### src/rtl/mem_cfg_pkg.sv
// mem_cfg_pkg: memory access width encoding shared by the arbiter and its clients.
//   mem_width_t : BYTE / HALF / WORD access size carried with each memory command.
package mem_cfg_pkg;
   typedef enum logic [1:0] {BYTE = 2'd0, HALF = 2'd1, WORD = 2'd2} mem_width_t;
endpackage

### src/rtl/mem_port_arbiter.sv
// mem_port_arbiter: grants one of NUM_CH requesters access to a single memory port.
//   clk_i, rst_i        : clock and synchronous active-high reset
//   req_i, lock_i, we_i : per-channel request, grant-lock request and write enable
//   addr_i, wdata_i     : per-channel address and write data
//   width_i             : per-channel access width
//   gnt_o               : one-hot grant, combinational from req_i and arbiter state
//   rvalid_o, rdata_o   : one-hot read-valid and read data, one cycle after a read
//   mem_*_o, mem_data_i : memory-side command and read data
// Optional feature: define MEM_ARB_RR_EN for round-robin arbitration;
// without it the lowest-index requesting channel wins.
module mem_port_arbiter
   import mem_cfg_pkg::*;
#(
   parameter int NUM_CH = 2,
   parameter int ADDR_W = 10,
   parameter int DATA_W = 32
) (
   input  logic                          clk_i,
   input  logic                          rst_i,
   input  logic [NUM_CH-1:0]             req_i,
   input  logic [NUM_CH-1:0]             lock_i,
   input  logic [NUM_CH-1:0]             we_i,
   input  logic [NUM_CH-1:0][ADDR_W-1:0] addr_i,
   input  logic [NUM_CH-1:0][DATA_W-1:0] wdata_i,
   input  mem_width_t [NUM_CH-1:0]       width_i,
   output logic [NUM_CH-1:0]             gnt_o,
   output logic [NUM_CH-1:0]             rvalid_o,
   output logic [DATA_W-1:0]             rdata_o,
   output logic [ADDR_W-1:0]             mem_addr_o,
   output logic [DATA_W-1:0]             mem_data_o,
   output logic                          mem_we_o,
   output mem_width_t                    mem_width_o,
   input  logic [DATA_W-1:0]             mem_data_i
);
   localparam int IDX_W = $clog2(NUM_CH);
   typedef logic [IDX_W-1:0] idx_t;
   typedef enum logic {UNLOCKED, LOCKED} state_t;
   state_t            state_q, state_d;
   idx_t              lock_ch_q, lock_ch_d, gidx, cand;
   logic [NUM_CH-1:0] rvalid_q, rvalid_d;
   logic              found, held, gnt_any;
`ifdef MEM_ARB_RR_EN
   idx_t              ptr_q, ptr_d;
`endif
   // The lock survives only while its owner keeps both request and lock high;
   // otherwise this very cycle falls back to normal arbitration.
   assign held = (state_q == LOCKED) && req_i[lock_ch_q] && lock_i[lock_ch_q];
   always_comb begin
      found = held;
      gidx = lock_ch_q;
      cand = '0;
      for (int k = 0; k < NUM_CH; k++) begin
`ifdef MEM_ARB_RR_EN
         cand = idx_t'((int'(ptr_q) + k) % NUM_CH);
`else
         cand = idx_t'(k);
`endif
         if (!found && req_i[cand]) begin
            found = 1'b1;
            gidx = cand;
         end
      end
   end
   assign gnt_any     = found && !rst_i;
   assign gnt_o       = gnt_any ? NUM_CH'(1) << gidx : '0;
   assign mem_we_o    = gnt_any && we_i[gidx];
   assign mem_addr_o  = gnt_any ? addr_i[gidx] : '0;
   assign mem_data_o  = gnt_any ? wdata_i[gidx] : '0;
   assign mem_width_o = gnt_any ? width_i[gidx] : BYTE;
   assign rvalid_d    = gnt_o & ~we_i;
   assign state_d     = (gnt_any && lock_i[gidx]) ? LOCKED : UNLOCKED;
   assign lock_ch_d   = gnt_any ? gidx : lock_ch_q;
`ifdef MEM_ARB_RR_EN
   assign ptr_d       = !gnt_any ? ptr_q : (gidx == idx_t'(NUM_CH - 1)) ? '0 : gidx + 1'b1;
`endif
   // Gating with rst_i drops a read accepted just before reset asserts.
   assign rvalid_o    = rst_i ? '0 : rvalid_q;
   assign rdata_o     = (|rvalid_o) ? mem_data_i : '0;
   always_ff @(posedge clk_i) begin
      if (rst_i) begin
         state_q   <= UNLOCKED;
         lock_ch_q <= '0;
         rvalid_q  <= '0;
`ifdef MEM_ARB_RR_EN
         ptr_q     <= '0;
`endif
      end else begin
         state_q   <= state_d;
         lock_ch_q <= lock_ch_d;
         rvalid_q  <= rvalid_d;
`ifdef MEM_ARB_RR_EN
         ptr_q     <= ptr_d;
`endif
      end
   end
endmodule
### config.mk
export PLATFORM = sky130hd
export DESIGN_NAME = mem_port_arbiter
export DESIGN_NICKNAME = d
export VERILOG_FILES = /design/src/rtl/mem_cfg_pkg.sv /design/src/rtl/mem_port_arbiter.sv
export SDC_FILE = /design/constraint.sdc
export NUM_CORES = 1
export LEC_CHECK = 0
export BUFFER_PORTS_ARGS = -buffer_cell sky130_fd_sc_hd__clkbuf_2
export CAP_MARGIN = 30
export CORE_AREA = 2 2 81 83
export DETAILED_ROUTE_END_ITERATION = 8
export DIE_AREA = 0 0 83 85
export GPL_TIMING_DRIVEN = 1
export HOLD_SLACK_MARGIN = 0.08
export PLACE_DENSITY = 0.53
export SYNTH_ARGS = -nofsm -noshare
export SYNTH_HDL_FRONTEND = slang
export SYNTH_SLANG_ARGS = --single-unit
### constraint.sdc
create_clock -name clk_i -period 2.35 [get_ports clk_i]
set_input_delay 0.235 -clock clk_i [delete_from_list [all_inputs] [get_ports clk_i]]
set_output_delay 0.235 -clock clk_i [all_outputs]
set_load 0.01 [all_outputs]
---- Word level (Yosys, flattened, before mapping) ----
Index checks and enable logic that the tools add are counted.
word-level totals
  flip-flop bits (word level) ............. 4
  latch bits .............................. 0
  memory bits (writable) .................. 0
  memory bits (read-only) ................. 0
  input port bits ......................... 128
  output and inout port bits .............. 81
  word-level logic and storage cells ...... 44
  memories kept ........................... 0
operators by class
  $add $sub $neg .......................... 0
  multiply operators ...................... 0
  div/mod/pow operators ................... 0
  magnitude comparators ................... 2
  equality and inequality tests ........... 0
  shifts and indexed selects .............. 1
  muxes and demuxes ....................... 25
  bitwise gates (word level) .............. 2
  reduce and logical (&&, ||, !) cells .... 11
operators by type and width
  kind                   count
  $mux W32               4
  $mux W10               3
  $mux W1                13
  $mux W2                5
  $logic_and A1 B1 Y1    7
  $lt A1 B2 Y1 const B   2
  $logic_not A1 Y1       3
  $and A2 B2 Y2          1
  $not A2 Y2             1
  $reduce_or A2 Y1       1
  $shl A1 B1 Y2 const A  1

---- Longest topological paths before layout ----
Gate-level depths: netlist (run 1).
  word-level depth ........................ 14
  gate-level depth with buffers ........... 6
  mapped depth without buffers ............ 3

---- Least setup slack after synthesis (run 1) ----
Ideal clock, no wire load.
  path type ............................... register to output
  start point ............................. reg lock_ch_q
  end point ............................... out mem_data_o[15]
  arrival time ............................ 1.178 ns
  data required time ...................... 2.115 ns
  setup slack ............................. 0.937 ns
  stages on the path, launching flop included .. 7
  path buffers ............................ 3
  cell sequence ........................... dfxtp_1 -> nand4_1 -> and3b_1 -> clkbuf_2 -> buf_6 -> buf_6 -> a22o_1
on the way
  longest elaborated chain between the ends .. 13
  elaborated cells between the ends (all ways) .. 18
  those cells by class .................... 11 x mux; 7 x reduce/logical
ends and longest elaborated chain
  item                                         RTL line                RTL
  start: declaration                           mem_port_arbiter.sv:39  idx_t lock_ch_q, lock_ch_d, gidx, cand;
  start signal: assignment                     mem_port_arbiter.sv:89  lock_ch_q <= lock_ch_d;
  $mux W1 (implied by the code) (2 in a row)   mem_port_arbiter.sv:47  assign held = (state_q == LOCKED) && req_i[lock_ch_q] && lock_i[lock_ch_q];
  $logic_and A1 B1 Y1 (2 in a row)             mem_port_arbiter.sv:47
  $logic_not A1 Y1                             mem_port_arbiter.sv:58  if (!found && req_i[cand]) begin
  $logic_and A1 B1 Y1                          mem_port_arbiter.sv:58
  $mux W1                                      mem_port_arbiter.sv:58
  $logic_not A1 Y1                             mem_port_arbiter.sv:58
  $logic_and A1 B1 Y1                          mem_port_arbiter.sv:58
  $mux W1                                      mem_port_arbiter.sv:58
  $mux W32 (implied by the code) (2 in a row)  mem_port_arbiter.sv:68  assign mem_data_o = gnt_any ? wdata_i[gidx] : '0;
  $mux W32 *                                   mem_port_arbiter.sv:68
  end: declaration                             mem_port_arbiter.sv:30  output logic [DATA_W-1:0] mem_data_o,
Every way passes the cells marked *; elsewhere a longest branch is shown, timed or not. The select of a mux whose other input is x is not followed.

---- Worst setup path in the final report (run 1) ----
  start point ............................. reg lock_ch_q
  end point ............................... out mem_width_o[1]
on the way
  longest elaborated chain between the ends .. 13
  elaborated cells between the ends (all ways) .. 18
  those cells by class .................... 11 x mux; 7 x reduce/logical
ends and longest elaborated chain
  item                                        RTL line                RTL
  $mux W1 (implied by the code) (2 in a row)  mem_port_arbiter.sv:47
  $logic_and A1 B1 Y1 (2 in a row)            mem_port_arbiter.sv:47
  $logic_not A1 Y1                            mem_port_arbiter.sv:58
  $logic_and A1 B1 Y1                         mem_port_arbiter.sv:58
  $mux W1                                     mem_port_arbiter.sv:58
  $logic_not A1 Y1                            mem_port_arbiter.sv:58
  $logic_and A1 B1 Y1                         mem_port_arbiter.sv:58
  $mux W1                                     mem_port_arbiter.sv:58
  $mux W2 (implied by the code) (2 in a row)  mem_port_arbiter.sv:69  assign mem_width_o = gnt_any ? width_i[gidx] : BYTE;
  $mux W2 *                                   mem_port_arbiter.sv:69
  end: declaration                            mem_port_arbiter.sv:32  output mem_width_t mem_width_o,
Marks and branches as above.

==> results.sh, run 1 <==
export IMPL_initial_core_util_pct=13.5
export IMPL_postCtsSetupBuffers=0
export IMPL_power_total_mw=0.513
export IMPL_clkLatencyLatePin_ns=0.22
export IMPL_finalCritPeriodShare_pct=77.5
export IMPL_worst_pin_slew_ns=0.499
export IMPL_comb_power_share_pct=57.9
export IMPL_synth_area_mux_share_pct=0
export IMPL_grt_pass1_vias=1516
export IMPL_drive_gt1_share_pct=70.0
export IMPL_drt_iter0_drc=19
export IMPL_postSynthCellCount=109
export IMPL_dieWidth_um=83
export IMPL_final_common_cell="clkbuf_2"
export IMPL_finalSetupViolations=0
export IMPL_cts_tree="built"
export IMPL_drcViolationCount=0
export IMPL_vdd_drop_max_mv=0.251
export IMPL_syn_cell_area_um2=840
export IMPL_path_cells="nand4_1 > and3b_2 > buf_4 > a22o_1 > clkbuf_2"
export IMPL_numCtsBuffers=3
export IMPL_synth_seq_cells=4
export IMPL_ctsResizeCount=0
export IMPL_vias=1648
export IMPL_clock_root_buffer="clkbuf_8"
export IMPL_wl_per_cell_um=11.6
export IMPL_firstDrtPassIters=4
export IMPL_cp_slowest_stage_delay_ns=0.41
export IMPL_synth_top_family_by_area="compound AO/OA/AOI/OAI gates"
export IMPL_worst_setup_path_start_kind="flip-flop"
export IMPL_p_switching_mw=0.168
export IMPL_pwr_share_clk_pct=27.7
export IMPL_grt_max_degree=50
export IMPL_synthSimpleGateAreaFrac_pct=32.0
export IMPL_avgSynthCellArea_um2=7.70
export IMPL_maxSlewHeadroom_pct=66.8
export IMPL_gr_total_overflow=0
export IMPL_placedCellCount=384
export IMPL_grt_pass1_wl_mm=6.72
export IMPL_row_count=29
export IMPL_cts_buffer_depth=2
export IMPL_worstSetupPathType="reg -> out"
export IMPL_groute_usage_overall_pct=11.3
export IMPL_syn_nets=237
export IMPL_final_setup_tns_ns=0
export IMPL_seqPwrFrac_pct=14.5
export IMPL_fin_ws_ns=0.529
export IMPL_arrival_ns=1.59
export IMPL_rr_startpoint="lock_ch_q"
export IMPL_io_buffers=208
export IMPL_final_max_slew_viol_count=0
export IMPL_yosysWarnings=0
export IMPL_slowest_stage="buf_4"
export IMPL_p_sw_share_pct=32.7
export IMPL_synthAdderAreaFrac_pct=0
export IMPL_power_leakage_nw=1.25
export IMPL_final_nets=440
export IMPL_final_cells=387
export IMPL_htreeDepth=1
export IMPL_synth_xor_area_share_pct=0
export IMPL_path_max_fanout=49
export IMPL_reg2reg_to="state_q"
export IMPL_max_freq_mhz=549
export IMPL_place_congestion=0.782
export IMPL_synth_compound_area_share_pct=48.6
export IMPL_areaGrowthSynthToFinish_pct=136
export IMPL_layout_common_cells="clkbuf_2, a22o_1, and2_1"
export IMPL_hold_ws_ns=0.208
export IMPL_yosysUniqueCellTypes=16
export IMPL_r2r_slack_ns=1.03
export IMPL_end_kind="primary output"
export IMPL_min_path_type="in -> reg"
export IMPL_finalHoldViolations=0
export IMPL_p_int_mw=0.346
export IMPL_cts_sinks=4
export IMPL_antenna_left=0
export IMPL_cp_required_ns=2.12
export IMPL_cp_startpoint="lock_ch_q"
export IMPL_num_io_pins=209
export IMPL_outcome="completed"
export IMPL_preCtsSetupSlack_ns=0.712
export IMPL_die_y_um=85
export IMPL_power_per_cell_area_mw_per_mm2=259
export IMPL_dieArea_mm2=0.00706
export IMPL_ys_seq_area_share_pct=9.54
export IMPL_core_area_mm2=0.00620
export IMPL_drt_wl_total_mm=4.50
export IMPL_path_clk_slew_ns=0.03
export IMPL_post_route_min_period_ns=1.82
export IMPL_n_antenna_cell=0
export IMPL_skew_ns=0.00411
export IMPL_endpoint="mem_width_o[1]"
export IMPL_cts_hold_buf=0
export IMPL_reg2reg_depth=4
export IMPL_maxCapViolations=0
export IMPL_antenna_found_initial=0
export IMPL_rsz0062_at_grt="false"
export IMPL_vias_per_cell=4.26
metal layers:
metal	routed length [um]	global-route usage, %	vias up
li1	-	-	815
met2	2250	22.0	125
met3	538	3.60	0
met5	0	0	-
met4	0	1.49	0
met1	1710	12.1	708
layout make-up:
class | count | area [um2]
Timing Repair Buffer | 212 | 1070
Clock buffer | 3 | 41.3
Sequential cell | 4 | 80.1
Fill cell | 686 | 4230
Tap cell | 77 | 96.3
Multi-Input combinational cell | 91 | 689
synth_stat cells, drive strengths merged:
| cell type | instances | area (um2) |
|---|---|---|
| nor2 | 2 | 7.51 |
| nand2b | 1 | 6.26 |
| nor3 | 2 | 10.0 |
| dfxtp | 4 | 80.1 |
| nand3 | 1 | 5.00 |
| a22o | 46 | 403 |
| and3b | 1 | 8.76 |
| buf | 9 | 62.6 |
| nor2b | 4 | 25.0 |
| nand4 | 1 | 6.26 |
| a21oi | 1 | 5.00 |
| and2 | 32 | 200 |
| clkbuf | 5 | 20.0 |
flip-flops by register name (all words and copies together) (netlist names):
register	flops
rvalid_q	2
lock_ch_q	1
state_q	1
per-stage QoR:
stage / utilization, % / area, um2
after CTS: 31.9 / 1980
final: 31.9 / 1980
after global placement: 31.2 / 1940
after floorplan: - / 840
after detailed placement: 31.2 / 1940
after global routing: 31.9 / 1980
power groups by stage:
stage / combinational (mW) / sequential [mW] / clock, mW
5_1_grt: 0.325 / 0.0744 / 0.150
3_5_place_dp: 0.299 / 0.0751 / 0
3_3_place_gp: 0.300 / 0.0750 / 0
2_1_floorplan: 0.128 / 0.0744 / 0
6_report: 0.297 / 0.0742 / 0.142
4_1_cts: 0.301 / 0.0742 / 0.144
critical path, delay by kind of cell (launching register included):
| kind | cells | cell delay [ns] |
|---|---|---|
| AOI/OAI and AO/OA | 1 | 0.23 |
| buffers and inverters | 2 | 0.55 |
| DFF | 1 | 0.32 |
| and+or+nand+nor | 2 | 0.25 |
how the worst min path moves through the flow:
stage,start,end,slack (ns),depth (start not counted)
floorplan,we_i[0],rvalid_q[0],0.31,1
global placement,we_i[0],rvalid_q[0],0.44,2
detailed placement,we_i[1],rvalid_q[1],0.43,2
CTS,we_i[1],rvalid_q[1],0.21,2
global route,we_i[0],rvalid_q[0],0.22,2
finish,we_i[1],rvalid_q[1],0.21,2
logic make-up after synthesis:
| family | Yosys count |
|---|---|
| compound gates | 47 |
| flops | 4 |
| buf+inv | 14 |
| simple gates | 44 |
No activity file was read; power rests on OpenSTA's default activity.
==> inputs of run 2 (changes only) <==
Settings changed: ABC_AREA set to 1, PLACE_DENSITY 0.53 to 0.61.
Clock period 2.35 ns to 1.7 ns, I/O delays scaled along.
==> run 2 against run 1 <==
  * Non-clock buffer count grew 5
  * Sequential cell count is the same
  * Combinational power grew 110%
  * Global-route usage grew 3.0 points
  * Via count grew 39%
  * Setup slack lost 0.39 ns
  * Critical path type unchanged
  * Largest power group unchanged
  * Clock skew shrank 0.0026 ns
==> results.sh, run 2 <==
export IMPL_grt_max_degree=53
export IMPL_endpoint="mem_addr_o[3]"
export IMPL_dieArea_mm2=0.00706
export IMPL_largest_register="rvalid_q"
export IMPL_final_cells=531
export IMPL_arrival_ns=1.39
export IMPL_initial_core_util_pct=21.1
export IMPL_multi_input_area_um2=922
export IMPL_cts_buffer_depth=2
export IMPL_skew_ns=0.00148
export IMPL_power_leakage_nw=1.74
export IMPL_reg2reg_depth=7
export IMPL_fin_util_pct=40.3
export IMPL_num_io_pins=209
export IMPL_vias_per_cell=4.30
export IMPL_synthFlopType="dfxtp_1"
export IMPL_antenna_found_initial=0
export IMPL_place_congestion=0.721
export IMPL_postSynthCellCount=256
export IMPL_layout_common_cells="clkbuf_2, nand3_1, nand2_1"
export IMPL_worst_setup_path_start_kind="flip-flop"
export IMPL_cp_slowest_stage_delay_ns=0.37
export IMPL_synth_top_area_cell="nand3_1"
export IMPL_io_buffers=208
export IMPL_synth_area_top_cells="nand3_1, nand2_1, inv_1, nor2_1, nand3_2"
export IMPL_post_route_min_period_ns=1.56
export IMPL_ys_seq_area_share_pct=6.12
export IMPL_finalHoldViolations=0
export IMPL_wl_per_cell_um=10.9
export IMPL_die_y_um=85
export IMPL_syn_cell_area_mm2=0.00131
export IMPL_async_flop_share_pct=0
export IMPL_cts_hold_buf=0
export IMPL_cp_required_ns=1.53
export IMPL_cts_tree="built"
export IMPL_outcome="completed"
export IMPL_firstDrtPassIters=4
export IMPL_core_area_mm2=0.00620
export IMPL_placedInstanceArea_mm2=0.00239
export IMPL_syn_nets=384
export IMPL_final_nets=584
export IMPL_yosysUniqueCellTypes=16
export IMPL_maxSlewHeadroom_pct=72.0
export IMPL_r2r_slack_ns=0.58
export IMPL_min_path_type="in -> reg"
export IMPL_dieWidth_um=83
export IMPL_drive_gt1_share_pct=52.4
export IMPL_reg2reg_to="lock_ch_q"
export IMPL_final_setup_tns_ns=0
export IMPL_cpMostUsedCell="nand2_1"
export IMPL_cts_sinks=4
export IMPL_synth_seq_cells=4
export IMPL_rsz0062_at_grt="false"
export IMPL_antenna_left=0
export IMPL_ctsResizeCount=0
export IMPL_drt_wl_total_mm=5.77
export IMPL_n_fill_cell=700
export IMPL_clkLatencyLatePin_ns=0.21
export IMPL_final_max_slew_viol_count=0
export IMPL_n_antenna_cell=0
export IMPL_numCtsBuffers=3
export IMPL_dp_hpwl_mm=4.39
export IMPL_worstHoldStart="we_i[0]"
export IMPL_worst_pin_slew_ns=0.419
export IMPL_finalCritPeriodShare_pct=92.0
export IMPL_rr_startpoint="lock_ch_q"
export IMPL_path_cells="nand2_2 > inv_2 > nand2_1 > nand2_4 > buf_6 > nand3_1 > nand2_1 > clkbuf_2"
export IMPL_grt_pass1_wl_mm=8.61
export IMPL_grt_pass1_vias=1975
export IMPL_top_regs="rvalid_q: 2 flops, lock_ch_q: 1 flops, state_q: 1 flops"
export IMPL_cp_startpoint="lock_ch_q"
export IMPL_clock_root_buffer="clkbuf_8"
export IMPL_max_freq_mhz=639
export IMPL_worstSetupPathType="reg -> out"
export IMPL_row_count=29
export IMPL_areaGrowthSynthToFinish_pct=90.9
export IMPL_drcViolationCount=0
export IMPL_path_clk_slew_ns=0.03
export IMPL_end_kind="primary output"
export IMPL_vias=2283
export IMPL_fin_area_mm2=0.00250
export IMPL_placedCellCount=525
export IMPL_gr_total_overflow=0
export IMPL_synth_top_area_share_pct=31.4
export IMPL_vdd_drop_max_mv=0.243
export IMPL_htreeDepth=1
export IMPL_final_common_cell="clkbuf_2"
export IMPL_postCtsSetupBuffers=0
export IMPL_yosysMostFrequentCell="nand3_1"
export IMPL_path_max_fanout=11
export IMPL_avgSynthCellArea_um2=5.11
export IMPL_yosysWarnings=0
export IMPL_synth_commonest_cells="nand3_1, nand2_1, inv_1"
export IMPL_seqCellArea_um2=80.1
export IMPL_groute_usage_overall_pct=14.2
export IMPL_maxCapViolations=0
export IMPL_power_per_cell_area_mw_per_mm2=367
export IMPL_synth_edf_count=0
export IMPL_slowest_stage="dfxtp_1"
export IMPL_drt_iter0_drc=74
export IMPL_finalSetupViolations=0
export IMPL_hold_ws_ns=0.139
export IMPL_largest_reg_flops=2
run 2: layer usage:
metal  GRT usage, %  up-vias  share of wire [%]
met5              0        -                  0
met4           3.43        0                1.1
met3           3.11        6                9.4
met2           27.9      131                 52
met1           15.4      947                 37
li1               -     1199                  -
run 2: cells by family after synthesis:
kind of cell	after synthesis	share of synthesized area [%]
AOI/OAI and AO/OA	2	0.956
buffers and inverters	62	23.8
DFF	4	6.12
and+or+nand+nor	188	69.1
run 2: worst min path at each step:
stage,to,depth (start not counted)
floorplan,rvalid_q[0],1
global placement,rvalid_q[0],2
detailed placement,rvalid_q[0],2
CTS,rvalid_q[0],2
global route,rvalid_q[1],2
finish,rvalid_q[0],2
run 2: stage by stage:
| stage | total power, mW | worst slack, ns |
|---|---|---|
| 3_5_place_dp | 0.696 | 0.300 |
| 6_report | 0.918 | 0.136 |
| 3_3_place_gp | 0.689 | 0.0240 |
| 5_1_grt | 1.00 | 0.0183 |
| 2_1_floorplan | 0.415 | 0.514 |
| 4_1_cts | 0.900 | 0.0632 |
run 2: worst max-delay path, delay by kind of cell (launching register included):
kind                   cells  cell delay [ns]
AND/OR/NAND/NOR            5             0.45
flip-flops                 1             0.37
buffers and inverters      3             0.35
run 2: area by class of cell:
cell class / instances / area share, %
tap: 77 / 3.86
multi-input combinational: 190 / 36.9
timing repair buffer: 217 / 48.4
inverter: 40 / 6.01
sequential: 4 / 3.20
clock buffer: 3 / 1.65
run 2: where the power goes:
part / switching, mW / internal [mW] / total, mW
registers: 0.00297 / 0.101 / 0.103
logic: 0.330 / 0.290 / 0.620
clock network: 0.0437 / 0.150 / 0.194
total: 0.377 / 0.541 / 0.918
